### src/rtl/thermal_fb_scheduler.sv
// Arbitrates a single-port frame-buffer RAM between VGA display reads (priority)
// and a sensor writer filling the back bank; swaps banks at the frame boundary.
module thermal_fb_scheduler #(
    parameter int SRC_W      = 32,
    parameter int SRC_H      = 24,
    parameter int SCALE_LOG2 = 4,
    parameter int WIN_X0     = 64,
    parameter int WIN_Y0     = 48,
    parameter int DISP_H     = 480,
    parameter int DATA_W     = 8,
    parameter int ADDR_W     = 11
) (
    input  logic              i_clk_pixel,
    input  logic              i_rst_n,
    input  logic [9:0]        i_x,
    input  logic [9:0]        i_y,
    input  logic              i_data_en,
    input  logic              i_wr_valid,
    output logic              o_wr_ready,
    input  logic [9:0]        i_wr_addr,
    input  logic [DATA_W-1:0] i_wr_data,
    output logic              o_ram_en,
    output logic              o_ram_we,
    output logic [ADDR_W-1:0] o_ram_addr,
    output logic [DATA_W-1:0] o_ram_wdata,
    input  logic [DATA_W-1:0] i_ram_rdata,
    output logic [DATA_W-1:0] o_pix_data,
    output logic              o_pix_in_win,
    output logic              o_swap,
    output logic              o_rd_bank,
    output logic              o_dbg_state
);

    localparam int CELLS  = SRC_W * SRC_H;
    localparam int WIN_X1 = WIN_X0 + (SRC_W << SCALE_LOG2);
    localparam int WIN_Y1 = WIN_Y0 + (SRC_H << SCALE_LOG2);
    localparam logic [ADDR_W-1:0] CELLS_A = ADDR_W'(CELLS);
    localparam logic [ADDR_W-1:0] SRC_W_A = ADDR_W'(SRC_W);

    typedef enum logic {ST_FILL = 1'b0, ST_PENDING = 1'b1} state_t;

    state_t state, state_next;

    logic              in_win;
    logic              boundary;
    logic              wr_in_range;
    logic              wr_last;
    logic              wr_ready;
    logic              wr_fire;
    logic              swap_now;
    logic [9:0]        dx, dy, cell_x, cell_y;
    logic [ADDR_W-1:0] rd_addr;
    logic [ADDR_W-1:0] wr_full_addr;
    logic              win_d1, win_d2;

    assign in_win = i_data_en
                 && (i_x >= 10'(WIN_X0)) && (i_x < 10'(WIN_X1))
                 && (i_y >= 10'(WIN_Y0)) && (i_y < 10'(WIN_Y1));
    assign boundary = (i_x == 10'd0) && (i_y == 10'(DISP_H));

    assign dx      = i_x - 10'(WIN_X0);
    assign dy      = i_y - 10'(WIN_Y0);
    assign cell_x  = dx >> SCALE_LOG2;
    assign cell_y  = dy >> SCALE_LOG2;
    assign rd_addr = (o_rd_bank ? CELLS_A : '0) + ADDR_W'(cell_y) * SRC_W_A + ADDR_W'(cell_x);

    // The writer always targets the bank not being displayed.
    assign wr_full_addr = (o_rd_bank ? '0 : CELLS_A) + ADDR_W'(i_wr_addr);
    assign wr_in_range  = i_wr_addr < 10'(CELLS);
    assign wr_last      = i_wr_addr == 10'(CELLS - 1);
    assign wr_fire      = i_wr_valid && wr_ready;

    // Handshake: a cell transfers on any cycle where i_wr_valid && o_wr_ready;
    // ready never depends on valid. Out-of-range cells are consumed but not stored.
    assign o_wr_ready  = wr_ready && i_rst_n;
    assign o_dbg_state = state;

    always_ff @(posedge i_clk_pixel or negedge i_rst_n) begin
        if (!i_rst_n) state <= ST_FILL;
        else          state <= state_next;
    end

    always_comb begin
        state_next = state;
        wr_ready   = 1'b0;
        swap_now   = 1'b0;
        case (state)
            ST_FILL: begin
                wr_ready = !in_win;
                if (i_wr_valid && !in_win && wr_last) state_next = ST_PENDING;
            end
            ST_PENDING: begin
                if (boundary) begin
                    swap_now   = 1'b1;
                    state_next = ST_FILL;
                end
            end
            default: state_next = ST_FILL;
        endcase
    end

    always_ff @(posedge i_clk_pixel or negedge i_rst_n) begin
        if (!i_rst_n) begin
            o_ram_en     <= 1'b0;
            o_ram_we     <= 1'b0;
            o_ram_addr   <= '0;
            o_ram_wdata  <= '0;
            win_d1       <= 1'b0;
            win_d2       <= 1'b0;
            o_pix_in_win <= 1'b0;
            o_pix_data   <= '0;
            o_swap       <= 1'b0;
            o_rd_bank    <= 1'b0;
        end else begin
            o_ram_en <= 1'b0;
            o_ram_we <= 1'b0;
            if (in_win) begin
                o_ram_en   <= 1'b1;
                o_ram_addr <= rd_addr;
            end else if (wr_fire && wr_in_range) begin
                o_ram_en    <= 1'b1;
                o_ram_we    <= 1'b1;
                o_ram_addr  <= wr_full_addr;
                o_ram_wdata <= i_wr_data;
            end
            // Window flag tracks the read through the RAM's one-cycle latency.
            win_d1       <= in_win;
            win_d2       <= win_d1;
            o_pix_in_win <= win_d2;
            o_pix_data   <= win_d2 ? i_ram_rdata : '0;
            o_swap       <= swap_now;
            if (swap_now) o_rd_bank <= ~o_rd_bank;
        end
    end

endmodule

### config.mk
export PLATFORM = sky130hd
export DESIGN_NAME = thermal_fb_scheduler
export DESIGN_NICKNAME = d
export VERILOG_FILES = /design/src/rtl/thermal_fb_scheduler.sv
export SDC_FILE = /design/constraint.sdc
export NUM_CORES = 1
export LEC_CHECK = 0
export CAP_MARGIN = 20
export CORE_UTILIZATION = 60
export DETAILED_ROUTE_END_ITERATION = 6
export DONT_BUFFER_PORTS = 1
export PLACE_DENSITY = 0.8
export SLEW_MARGIN = 20
export SYNTH_ARGS = -nofsm -noshare
export SYNTH_HDL_FRONTEND = slang
export SYNTH_SLANG_ARGS = --single-unit
### constraint.sdc
create_clock -name i_clk_pixel -period 2.5 [get_ports i_clk_pixel]
set_input_delay 0.375 -clock i_clk_pixel [delete_from_list [all_inputs] [get_ports i_clk_pixel]]
set_output_delay 0.375 -clock i_clk_pixel [all_outputs]
set_load 0.05 [all_outputs]
Word level (Yosys, flattened, before mapping) --
Index checks and enable logic that the tools add are counted.
Storage, ports and cells: register bits after elaboration 35, output and inout port bits 34
Operators by class: bitwise operators 3, equality and inequality tests 2, magnitude comparators 5, multiplexer cells 14, reduce and logical (&&, ||, !) cells 14, add/subtract/negate cells 5
Operator list (number):
- 2-to-1 mux 11 bit | 2
- < comparator 10 bit (second input constant) | 2
- 2-to-1 mux 10 bit | 2
- adder 10 x 10 -> 11 bit | 1
- adder 10 x 11 -> 11 bit | 1
- adder 11 x 6 -> 11 bit | 1
- equality test 10 bit (second input constant) | 1
- equality test 10 x 9 -> 1 bit (second input constant) | 1
- >= comparator 10 x 6 -> 1 bit (second input constant) | 1
- >= comparator 10 x 7 -> 1 bit (second input constant) | 1
- logical AND 1 bit | 10
- zero test 10 bit | 1
- < comparator 10 x 9 -> 1 bit (second input constant) | 1
- subtractor 10 x 6 -> 10 bit (second input constant) | 1
- subtractor 10 x 7 -> 10 bit (second input constant) | 1
- 2-to-1 mux 1 bit | 8
- 2-to-1 mux 8 bit | 1
- inverter 1 bit | 3
- one-hot mux 1 bit (2 select lines) | 1
- AND reduction 2 bit | 1
- nonzero test 2 bit | 1
- zero test 1 bit | 1

Logic depth before layout (Yosys ltp) --
Gate-level depths: netlist of the first run.
depth after elaboration 11, mapped depth 8, mapped depth without buffers 8

Least setup slack after synthesis of the first run --
No wires, ideal clock.
path kind input port to output port, from input port i_y[4], to output port o_wr_ready, stages on the path 5, arrival time 2.771 ns, setup slack -0.646 ns, buffers on the path 1, data required time 2.125 ns, cells stage by stage ha_1 nor4_1 nor4_4 buf_4 nor3b_1
Between the ends: longest elaborated chain between the ends 6, elaborated cells between the ends (all ways) 7
RTL lines:
- from (decl) | line 16 | input logic [9:0] i_y,
- >= comparator 10 x 6 -> 1 bit | line 58 | && (i_y >= 10'(WIN_Y0)) && (i_y < 10'(WIN_Y1));
- logical AND 1 bit | line 58
- logical AND 1 bit * | line 58
- named net in_win | line 44 | logic in_win;
- zero test 1 bit * | line 89 | wr_ready = !in_win;
- 2-to-1 mux 1 bit * | line 87 | case (state)
- logical AND 1 bit * | line 75 | assign o_wr_ready = wr_ready && i_rst_n;
- to (decl) | line 19 | output logic o_wr_ready,
The timed path passes the listed nets; every way through them passes the cells marked *.

Final worst setup path of the first run --
from input port i_x[7], to output port o_wr_ready
Between the ends: longest elaborated chain between the ends 8, elaborated cells between the ends (all ways) 9
RTL lines:
- from (decl) | line 15 | input logic [9:0] i_x,
- >= comparator 10 x 7 -> 1 bit | line 57 | && (i_x >= 10'(WIN_X0)) && (i_x < 10'(WIN_X1))
- logical AND 1 bit | line 57
- logical AND 1 bit * | line 57
- logical AND 1 bit * (2 in series) | line 58
- zero test 1 bit * | line 89
- 2-to-1 mux 1 bit * | line 87
- logical AND 1 bit * | line 75
Every way passes the cells marked *; elsewhere a longest branch is shown, timed or not.

==> flow_metrics.tcl, run 1 <==
set metrics [dict create \
    status "complete, but fails checks" \
    violations "DRC" \
    finalPower_w 0.00149 \
    initial_core_util_pct 64.6 \
    crit_chain "inv_1 > ha_1 > nand2b_4 > a311oi_1 > nor4_4 > nor3b_4 > buf_4" \
    io_pins 84 \
    multiInputGateArea_um2 893 \
    drc_errors 6 \
    met3_usage_pct 8.39 \
    yosysSeqAreaShare_pct 47.9 \
    r2r_cells 7 \
    root_buffer "clkbuf_4" \
    chipHeight_um 57.2 \
    clock_latency_ns 0.33 \
    grt_use_met2_pct 41.5 \
    cts_inserted_buffers 5 \
    cts.sinks 35 \
    cp-end-kind "output pin" \
    ir_drop_uv 526 \
    power.density_nw_per_um2 737 \
    hold_viol_final 0 \
    grt_pass1_wl_um 5730 \
    netlist_area_um2 1830 \
    finalSetupViolCount 0 \
    cp_num_buf_inv 2 \
    grt_max_degree 36 \
    r2r_slack_ns 0.56 \
    nets 218 \
    synthFlopType "dfrtp_1" \
    instances_no_fill 190 \
    worstMarginPinSlew_ns 0.829 \
    grt-busiest-layer "met2" \
    totalNegativeSetupSlack_ns 0 \
    cp.required_ns 2.12 \
    syn_avg_cell_area_um2 12.4 \
    crit_start "i_x[7]" \
    wl_um 3570 \
    async_reset_ff_share_pct 100 \
    worstReg2RegStart "o_rd_bank$_DFFE_PN0P_" \
    viasPerCell 6.07 \
    grt_overflow 0 \
    drtIter0Drc 26 \
    cp_max_fo 3 \
    io_buffers 0 \
    die_w_um 57.2 \
    cp.arrival_ns 1.96 \
    timing_worst_setup_path_type "primary input to output pin" \
    core_area_um2 2830 \
    synth_area_leaders "dfrtp_1, mux2_2, mux2i_1" \
    first_pass_iters 6 \
    synth-edff-count 0 \
    area_growth_pct 10.4 \
    post-place-cells 180 \
    regArea_um2 876 \
    fin_ws_ns 0.162 \
    diodes 0 \
    drv_cap 0 \
    slew_viol_final 0 \
    timing.rr.end "o_ram_addr[9]$_DFFE_PN0P_" \
    ctsResizeCount 0 \
    wl_per_cell_um 18.8 \
    finalClockSkew_ns 0.00430 \
    synth_top_area_share_pct 47.9 \
    htreeDepth 2 \
    fillerInstances 224 \
    synth-seq-cells 35 \
    floorplan.die_area_um2 3270 \
    cts_tree "yes" \
    grt_pass1_vias 1198 \
    vias 1153 \
    drive_above_1_share_pct 24.5 \
    detail-route-antenna-nets 0 \
    crit_cells 7 \
    synth.net_count 207 \
    ys_warn_count 0 \
    dpl_worst_slack_ns 0.181 \
    rsz0062_at_grt "false" \
    synthCells 147 \
    critPathLaunchType "primary input" \
    fmax_mhz 428 \
    gp_congestion 0.857 \
    clockBufferDepth 2 \
    met1_usage_pct 26.8 \
    crit_path_max_incr_delay_ns 0.69 \
    rows 19 \
    worst_hold_path_type "primary input to flip-flop" \
    fin_hold_ws_ns 0.130 \
    slew_headroom_pct 44.4 \
    crit_path_end "o_wr_ready" \
    ys_types 35 \
    synthMostInstantiatedCell "dfrtp_1" \
    slowest_stage "a311oi_1" \
    min_period_over_period_pct 93.5 \
    cp_top_family "compound AO/OA/AOI/OAI gates" \
    period_minus_slack_ns 2.34 \
    p_leak_nw 0.941 \
    antenna_found_initial 0 \
    clkSlewWorstSetupHoldPaths_ns 0.10 \
    grt_usage_pct 23.2 \
    synth_top_area_cell "dfrtp_1" \
    dpl.hpwl_um 2880 \
    netlist_top_cells_count "dfrtp_1, mux2_2, mux2i_1" \
]
[layout by cell type, fill, tap and decap left out, types with 2 or more instances in the layout]
cell type  instances
a21oi_1            2
and2_1             9
buf_4              6
clkbuf_4           5
dfrtp_1           35
ha_1               9
inv_1             13
mux2_2            16
mux2i_1           14
nand2_1            3
nand4_1            2
nor2_1             3
nor3_1             4
nor4_1             2
xnor2_1            6
xor2_1             6
[power breakdown]
part	switching [W]	internal (W)
Combinational	0.0000835	0.0000956
Clock	0.000182	0.000236
Sequential	0.000267	0.000624
[metrics by stage]
step	cell area (um^2)	utilization [%]
2_1_floorplan	1840	-
3_3_place_gp	1900	67.2
3_5_place_dp	1900	67.2
4_1_cts	2020	71.3
5_1_grt	2020	71.3
6_report	2020	71.3
[per-layer routing]
metal  routed length [um]  vias up
li1                     -      534
met1                 1340      551
met2                 1820       64
met3                  371        4
met4                   38        0
met5                    0        -
[cell families after synthesis]
kind of cell	count (synthesis)	share of synthesized area [%]
AOI/OAI and AO/OA	10	5.68
xor gates and xnor gates	12	5.75
adders and majority gates	10	7.26
buffers and inverters	17	3.83
DFF	35	47.9
muxes	30	17.5
and+or+nand+nor	33	12.0
[flip-flops by register name, summed over array words and instances, names as in the netlist]
| register | count |
|---|---|
| win_d1 | 1 |
| win_d2 | 1 |
| o_ram_addr | 11 |
| o_rd_bank | 1 |
| o_dbg_state | 1 |
| o_pix_data | 8 |
| o_ram_we | 1 |
| o_ram_wdata | 8 |
| o_ram_en | 1 |
| o_swap | 1 |
| o_pix_in_win | 1 |
[timing repair]
action / CTS / global route
hold buffers: 2 / 0
setup endpoints to repair: 0 / 0
hold endpoints to repair: 35 / 0
setup buffers: 0 / 0
[worst min-delay path by stage]
stage	from	cells past startpoint	endpoint	slack [ns]
3_3_place_gp	i_rst_n	0	o_ram_addr[9]$_DFFE_PN0P_	0.08
3_5_place_dp	i_rst_n	0	o_ram_addr[10]$_DFFE_PN0P_	0.08
2_1_floorplan	i_rst_n	0	o_dbg_state$_DFF_PN0_	0.08
6_report	i_x[6]	1	o_ram_addr[2]$_DFFE_PN0P_	0.13
5_1_grt	i_x[6]	1	o_ram_addr[2]$_DFFE_PN0P_	0.12
4_1_cts	i_x[6]	1	o_ram_addr[2]$_DFFE_PN0P_	0.12
[layout make-up]
type,instances,area share [%]
Multi-Input combinational cell,95,44.3
Sequential cell,35,43.4
Timing Repair Buffer,8,3.72
Clock buffer,6,2.54
Inverter,13,2.42
Tap cell,31,1.92
Clock inverter,2,1.74
[worst register-to-register path: stages (launching register included)]
cell and delay (ns):
dfrtp_1 0.75, inv_1 0.17, ha_1 0.23, inv_1 0.06, fa_1 0.40, inv_1 0.06
mux2i_1 0.06, mux2i_1 0.14
Note: power is estimated with default switching activity, not from simulation.
==> inputs of run 2 (changes only) <==
- CTS_BUF_LIST: unset -> sky130_fd_sc_hd__clkbuf_16
==> run 2 against run 1 <==
The run still ends with DRC left. Sequential share of layout area is 1.6 points lower. Clock-buffer cell count fell by 1. First-iteration DRC count grew 42%. Non-clock buffer count unchanged. Final cell count did not move. Critical path depth unchanged. Clock skew is 0.0031 ns lower. Sequential cell count unchanged. Critical path type unchanged.
==> flow_metrics.tcl, run 2 (same netlist as run 1, synthesis figures left out) <==
set metrics [dict create \
    timing_worst_setup_path_type "primary input to output pin" \
    worstMarginPinSlew_ns 0.773 \
    min_to "o_ram_addr[2]$_DFFE_PN0P_" \
    fin_ws_ns 0.198 \
    wl_per_cell_um 18.9 \
    grt_pass1_vias 1227 \
    worstReg2RegStart "o_rd_bank$_DFFE_PN0P_" \
    diodes 0 \
    cp.arrival_ns 1.93 \
    timing.rr.end "o_ram_addr[9]$_DFFE_PN0P_" \
    reg_top3 "o_ram_addr x11, o_pix_data x8, o_ram_wdata x8" \
    drive_above_1_share_pct 23.9 \
    slowest_stage "a311oi_1" \
    rsz0062_at_grt "false" \
    grt_max_degree 36 \
    ctsResizeCount 0 \
    first_pass_iters 6 \
    r2r_cells 7 \
    slew_headroom_pct 48.1 \
    status "complete, but fails checks" \
    chipHeight_um 57.2 \
    worst_hold_path_type "primary input to flip-flop" \
    power.density_nw_per_um2 830 \
    die_w_um 57.2 \
    period_minus_slack_ns 2.30 \
    finalClockSkew_ns 0.00121 \
    totalNegativeSetupSlack_ns 0 \
    area_growth_pct 14.6 \
    cts_inserted_buffers 5 \
    p_leak_nw 0.974 \
    final_common_cell "dfrtp_1" \
    drtIter0Drc 37 \
    grt_overflow 0 \
    clockBufferDepth 2 \
    holdCritStartpoint "i_x[6]" \
    largest_reg_flops 11 \
    hold_viol_final 0 \
    critPathLaunchType "primary input" \
    clkSlewWorstSetupHoldPaths_ns 0.05 \
    ctsHoldBuffers 2 \
    htreeDepth 2 \
    min_period_over_period_pct 92.1 \
    placed_area_um2 1900 \
    layout_common_cells "dfrtp_1, mux2_2, mux2i_1" \
    post-place-cells 180 \
    slew_viol_final 0 \
    regArea_um2 876 \
    regMostFlops "o_ram_addr" \
    min_path_cells 1 \
    fmax_mhz 434 \
    grt_pass1_wl_um 5730 \
    grt_usage_pct 23.7 \
    ir_drop_uv 597 \
    fillerInstances 202 \
    cp-end-kind "output pin" \
    crit_start "i_x[7]" \
    root_buffer "clkbuf_16" \
    viasPerCell 6.10 \
    io_pins 84 \
    violations "DRC" \
    core_area_um2 2830 \
    cts_tree "yes" \
    cp_max_fo 3 \
    multiInputGateArea_um2 893 \
    cts.sinks 35 \
    io_buffers 0 \
    post-cts-setup-buffers 0 \
    cp.required_ns 2.12 \
    crit_path_max_incr_delay_ns 0.66 \
    vias 1159 \
    nets 218 \
    final_area_um2 2100 \
    rows 19 \
    floorplan.die_area_um2 3270 \
    clock_latency_ns 0.27 \
    dpl_worst_slack_ns 0.181 \
    finalSetupViolCount 0 \
    instances_no_fill 190 \
    detail-route-antenna-nets 0 \
    drc_errors 6 \
    initial_core_util_pct 64.6 \
    gp_congestion 0.857 \
    wl_um 3590 \
    r2r_slack_ns 0.58 \
    crit_chain "inv_1 > ha_1 > nand2b_4 > a311oi_1 > nor4_4 > nor3b_4 > buf_4" \
    dpl.hpwl_um 2880 \
    antenna_found_initial 0 \
    drv_cap 0 \
]
-- run 2: changes by cell type in the layout (fill, tap and decap cells not counted) --
cell / before / now
clkbuf_16: 0 / 5
clkbuf_8: 1 / 0
clkbuf_4: 5 / 0
clkinv_1: 0 / 1
-- run 2: stage by stage --
stage	total power (W)	util (%)	hold slack, ns
2_1_floorplan	0.00103	-	0.0794
3_3_place_gp	0.00105	67.2	0.0800
3_5_place_dp	0.00107	67.2	0.0801
4_1_cts	0.00176	74.1	0.186
5_1_grt	0.00180	74.1	0.195
6_report	0.00174	74.1	0.193
-- run 2: layout make-up --
class / count / share of cell area (%)
inverters: 13 / 2.33
well taps: 31 / 1.85
clock inverters: 3 / 1.85
repair buffers: 8 / 3.58
multi-input cells: 95 / 42.6
flip-flops and latches: 35 / 41.8
clock buffers: 5 / 5.97
-- run 2: worst max path at each step --
stage / end / slack (ns) / cells past startpoint
finish: o_wr_ready / 0.20 / 7
CTS: o_wr_ready / 0.18 / 7
global placement: o_wr_ready / 0.30 / 7
global route: o_wr_ready / 0.06 / 7
detailed placement: o_wr_ready / 0.18 / 7
floorplan: o_wr_ready / 0.02 / 5
-- run 2: per-layer routing --
metal	share of wire, %	vias to the layer above	GRT usage (%)
met5	0	-	0
met1	36	547	26.1
li1	-	531	-
met3	11	10	9.07
met2	50	71	41.0
met4	2.4	0	9.76
-- run 2: worst max-delay path, delay by kind of cell --
kind	cells	cell delay, ns
compound gates	1	0.66
buf+inv	2	0.28
fa+ha+maj	1	0.22
simple gates	3	0.39
-- run 2: report_power, final --
| group | internal [W] | switching [W] |
|---|---|---|
| Sequential | 0.000626 | 0.000266 |
| Clock | 0.000464 | 0.000204 |
| Combinational | 0.0000955 | 0.0000833 |
| Total | 0.00118 | 0.000554 |
==> inputs of run 3 (changes only) <==
- CELL_PAD_IN_SITES_DETAIL_PLACEMENT: unset -> 1
- CELL_PAD_IN_SITES_GLOBAL_PLACEMENT: unset -> 2
- CORE_UTILIZATION: 60 -> 38
- PLACE_DENSITY: 0.8 -> 0.82
- TNS_END_PERCENT: unset -> 100
==> run 3 against run 2 <==
The run still ends with DRC left. Critical path type unchanged. Non-clock buffer count is the same. First-iteration DRC count rose by 49%. Power is 5.7% lower. Combinational power about the same. Sequential power about the same. Critical endpoint unchanged. Die area is 56% higher. Final cell count increased by 11%. Via count about the same. Sequential cell count is the same. Clock power decreased by 16%. Routed wire length increased by 16%. Largest cell class unchanged.
==> flow_metrics.tcl, run 3 (same netlist as run 1, synthesis figures left out) <==
set metrics [dict create \
    drtIter0Drc 55 \
    initial_core_util_pct 40.9 \
    drive_above_1_share_pct 23.3 \
    viasPerCell 5.50 \
    diodes 0 \
    slew_headroom_pct 47.5 \
    grt_pass1_vias 1350 \
    fillerInstances 467 \
    drv_cap 0 \
    clockBufferDepth 2 \
    cp-end-kind "output pin" \
    cts_tree "yes" \
    vias 1160 \
    slew_viol_final 0 \
    intPower_w 0.00108 \
    min_period_over_period_pct 89.3 \
    worstReg2RegStart "o_rd_bank$_DFFE_PN0P_" \
    r2r_slack_ns 0.53 \
    ir_drop_uv 430 \
    instances_no_fill 211 \
    htreeDepth 2 \
    min_to "o_ram_addr[2]$_DFFE_PN0P_" \
    power.density_nw_per_um2 777 \
    antenna_found_initial 0 \
    timing_worst_setup_path_type "primary input to output pin" \
    ctsResizeCount 0 \
    cts_inserted_buffers 5 \
    period_minus_slack_ns 2.23 \
    timing.rr.end "o_ram_addr[9]$_DFFE_PN0P_" \
    hold_viol_final 0 \
    fmax_mhz 448 \
    p_seq_share_pct 54.6 \
    p_sw_w 0.000557 \
    layout_common_cells "dfrtp_1, mux2_2, inv_1" \
    worst_hold_path_type "primary input to flip-flop" \
    die_w_um 71.4 \
    rsz0062_at_grt "false" \
    cp.arrival_ns 1.86 \
    clkSlewWorstSetupHoldPaths_ns 0.05 \
    io_pins 84 \
    nets 218 \
    largest_reg_flops 11 \
    totalNegativeSetupSlack_ns 0 \
    p_leak_nw 0.972 \
    cp.required_ns 2.12 \
    first_pass_iters 5 \
    violations "DRC" \
    cts.sinks 35 \
    grt_overflow 0 \
    multiInputGateArea_um2 893 \
    swShare_pct 34.0 \
    floorplan.die_area_um2 5090 \
    holdCritStartpoint "i_x[6]" \
    clockPowerShare_pct 34.4 \
    finalSetupViolCount 0 \
    regArea_um2 876 \
    finalClockSkew_ns 0.00442 \
    grt_pass1_wl_um 6530 \
    post-place-cells 201 \
    root_buffer "clkbuf_16" \
    wl_um 4160 \
    area_growth_pct 15.3 \
    reg_top3 "o_ram_addr x11, o_pix_data x8, o_ram_wdata x8" \
    clock_latency_ns 0.27 \
    gp_congestion 0.702 \
    core_area_um2 4470 \
    grt_usage_pct 17.5 \
    grt_max_degree 36 \
    min_path_cells 1 \
    r2r_cells 7 \
    finalPower_w 0.00164 \
    dpl.hpwl_um 3220 \
    cp_max_fo 15 \
    chipHeight_um 71.4 \
    rows 24 \
    drc_errors 1 \
    post-cts-setup-buffers 0 \
    wl_per_cell_um 19.7 \
    ctsHoldBuffers 2 \
    worstMarginPinSlew_ns 0.788 \
    io_buffers 0 \
    status "complete, but fails checks" \
    detail-route-antenna-nets 0 \
    critPathLaunchType "primary input" \
    regMostFlops "o_ram_addr" \
    post-route-util_pct 47.1 \
    power_frac_comb_pct 11.0 \
    final_common_cell "dfrtp_1" \
]
[run 3: critical path: stages]
cell,delay [ns]
inv_1,0.06
ha_1,0.23
nand2b_4,0.08
a211o_4,0.36
nor4_4,0.30
buf_12,0.20
nor3b_4,0.05
buf_4,0.19
[run 3: area by class of cell]
| class | instances | share of cell area [%] |
|---|---|---|
| Inverter | 13 | 2.31 |
| Clock buffer | 5 | 5.93 |
| Clock inverter | 3 | 0.593 |
| Tap cell | 52 | 3.09 |
| Sequential cell | 35 | 41.5 |
| Timing Repair Buffer | 8 | 4.15 |
| Multi-Input combinational cell | 95 | 42.4 |
[run 3: worst max path at each step]
stage	from	to	slack [ns]
detailed placement	i_x[7]	o_wr_ready	0.26
CTS	i_x[7]	o_wr_ready	0.26
finish	i_x[7]	o_wr_ready	0.27
global placement	i_x[7]	o_wr_ready	0.31
global route	i_x[7]	o_wr_ready	0.17
floorplan	i_y[4]	o_wr_ready	0.02
[run 3: routing by layer]
layer	global-route usage, %	up-vias	wire, um
li1	-	534	-
met1	19.7	578	1590
met2	30.6	46	2200
met3	7.31	2	345
met4	4.89	0	25
met5	0	-	0
[run 3: stage by stage]
step | instance area [um^2] | worst slack, ns | hold slack, ns
5_1_grt | 2110 | 0.166 | 0.206
3_5_place_dp | 1940 | 0.256 | 0.0800
3_3_place_gp | 1940 | 0.309 | 0.0800
4_1_cts | 2110 | 0.258 | 0.189
6_report | 2110 | 0.267 | 0.195
2_1_floorplan | 1840 | 0.0228 | 0.0794
[run 3: power groups by stage]
stage | clock network (W) | logic, W | registers [W]
final | 0.000563 | 0.000181 | 0.000895
after global routing | 0.000605 | 0.000205 | 0.000903
after CTS | 0.000582 | 0.000185 | 0.000897
after detailed placement | 0 | 0.000168 | 0.000906
after global placement | 0 | 0.000159 | 0.000904
after floorplan | 0 | 0.000139 | 0.000887
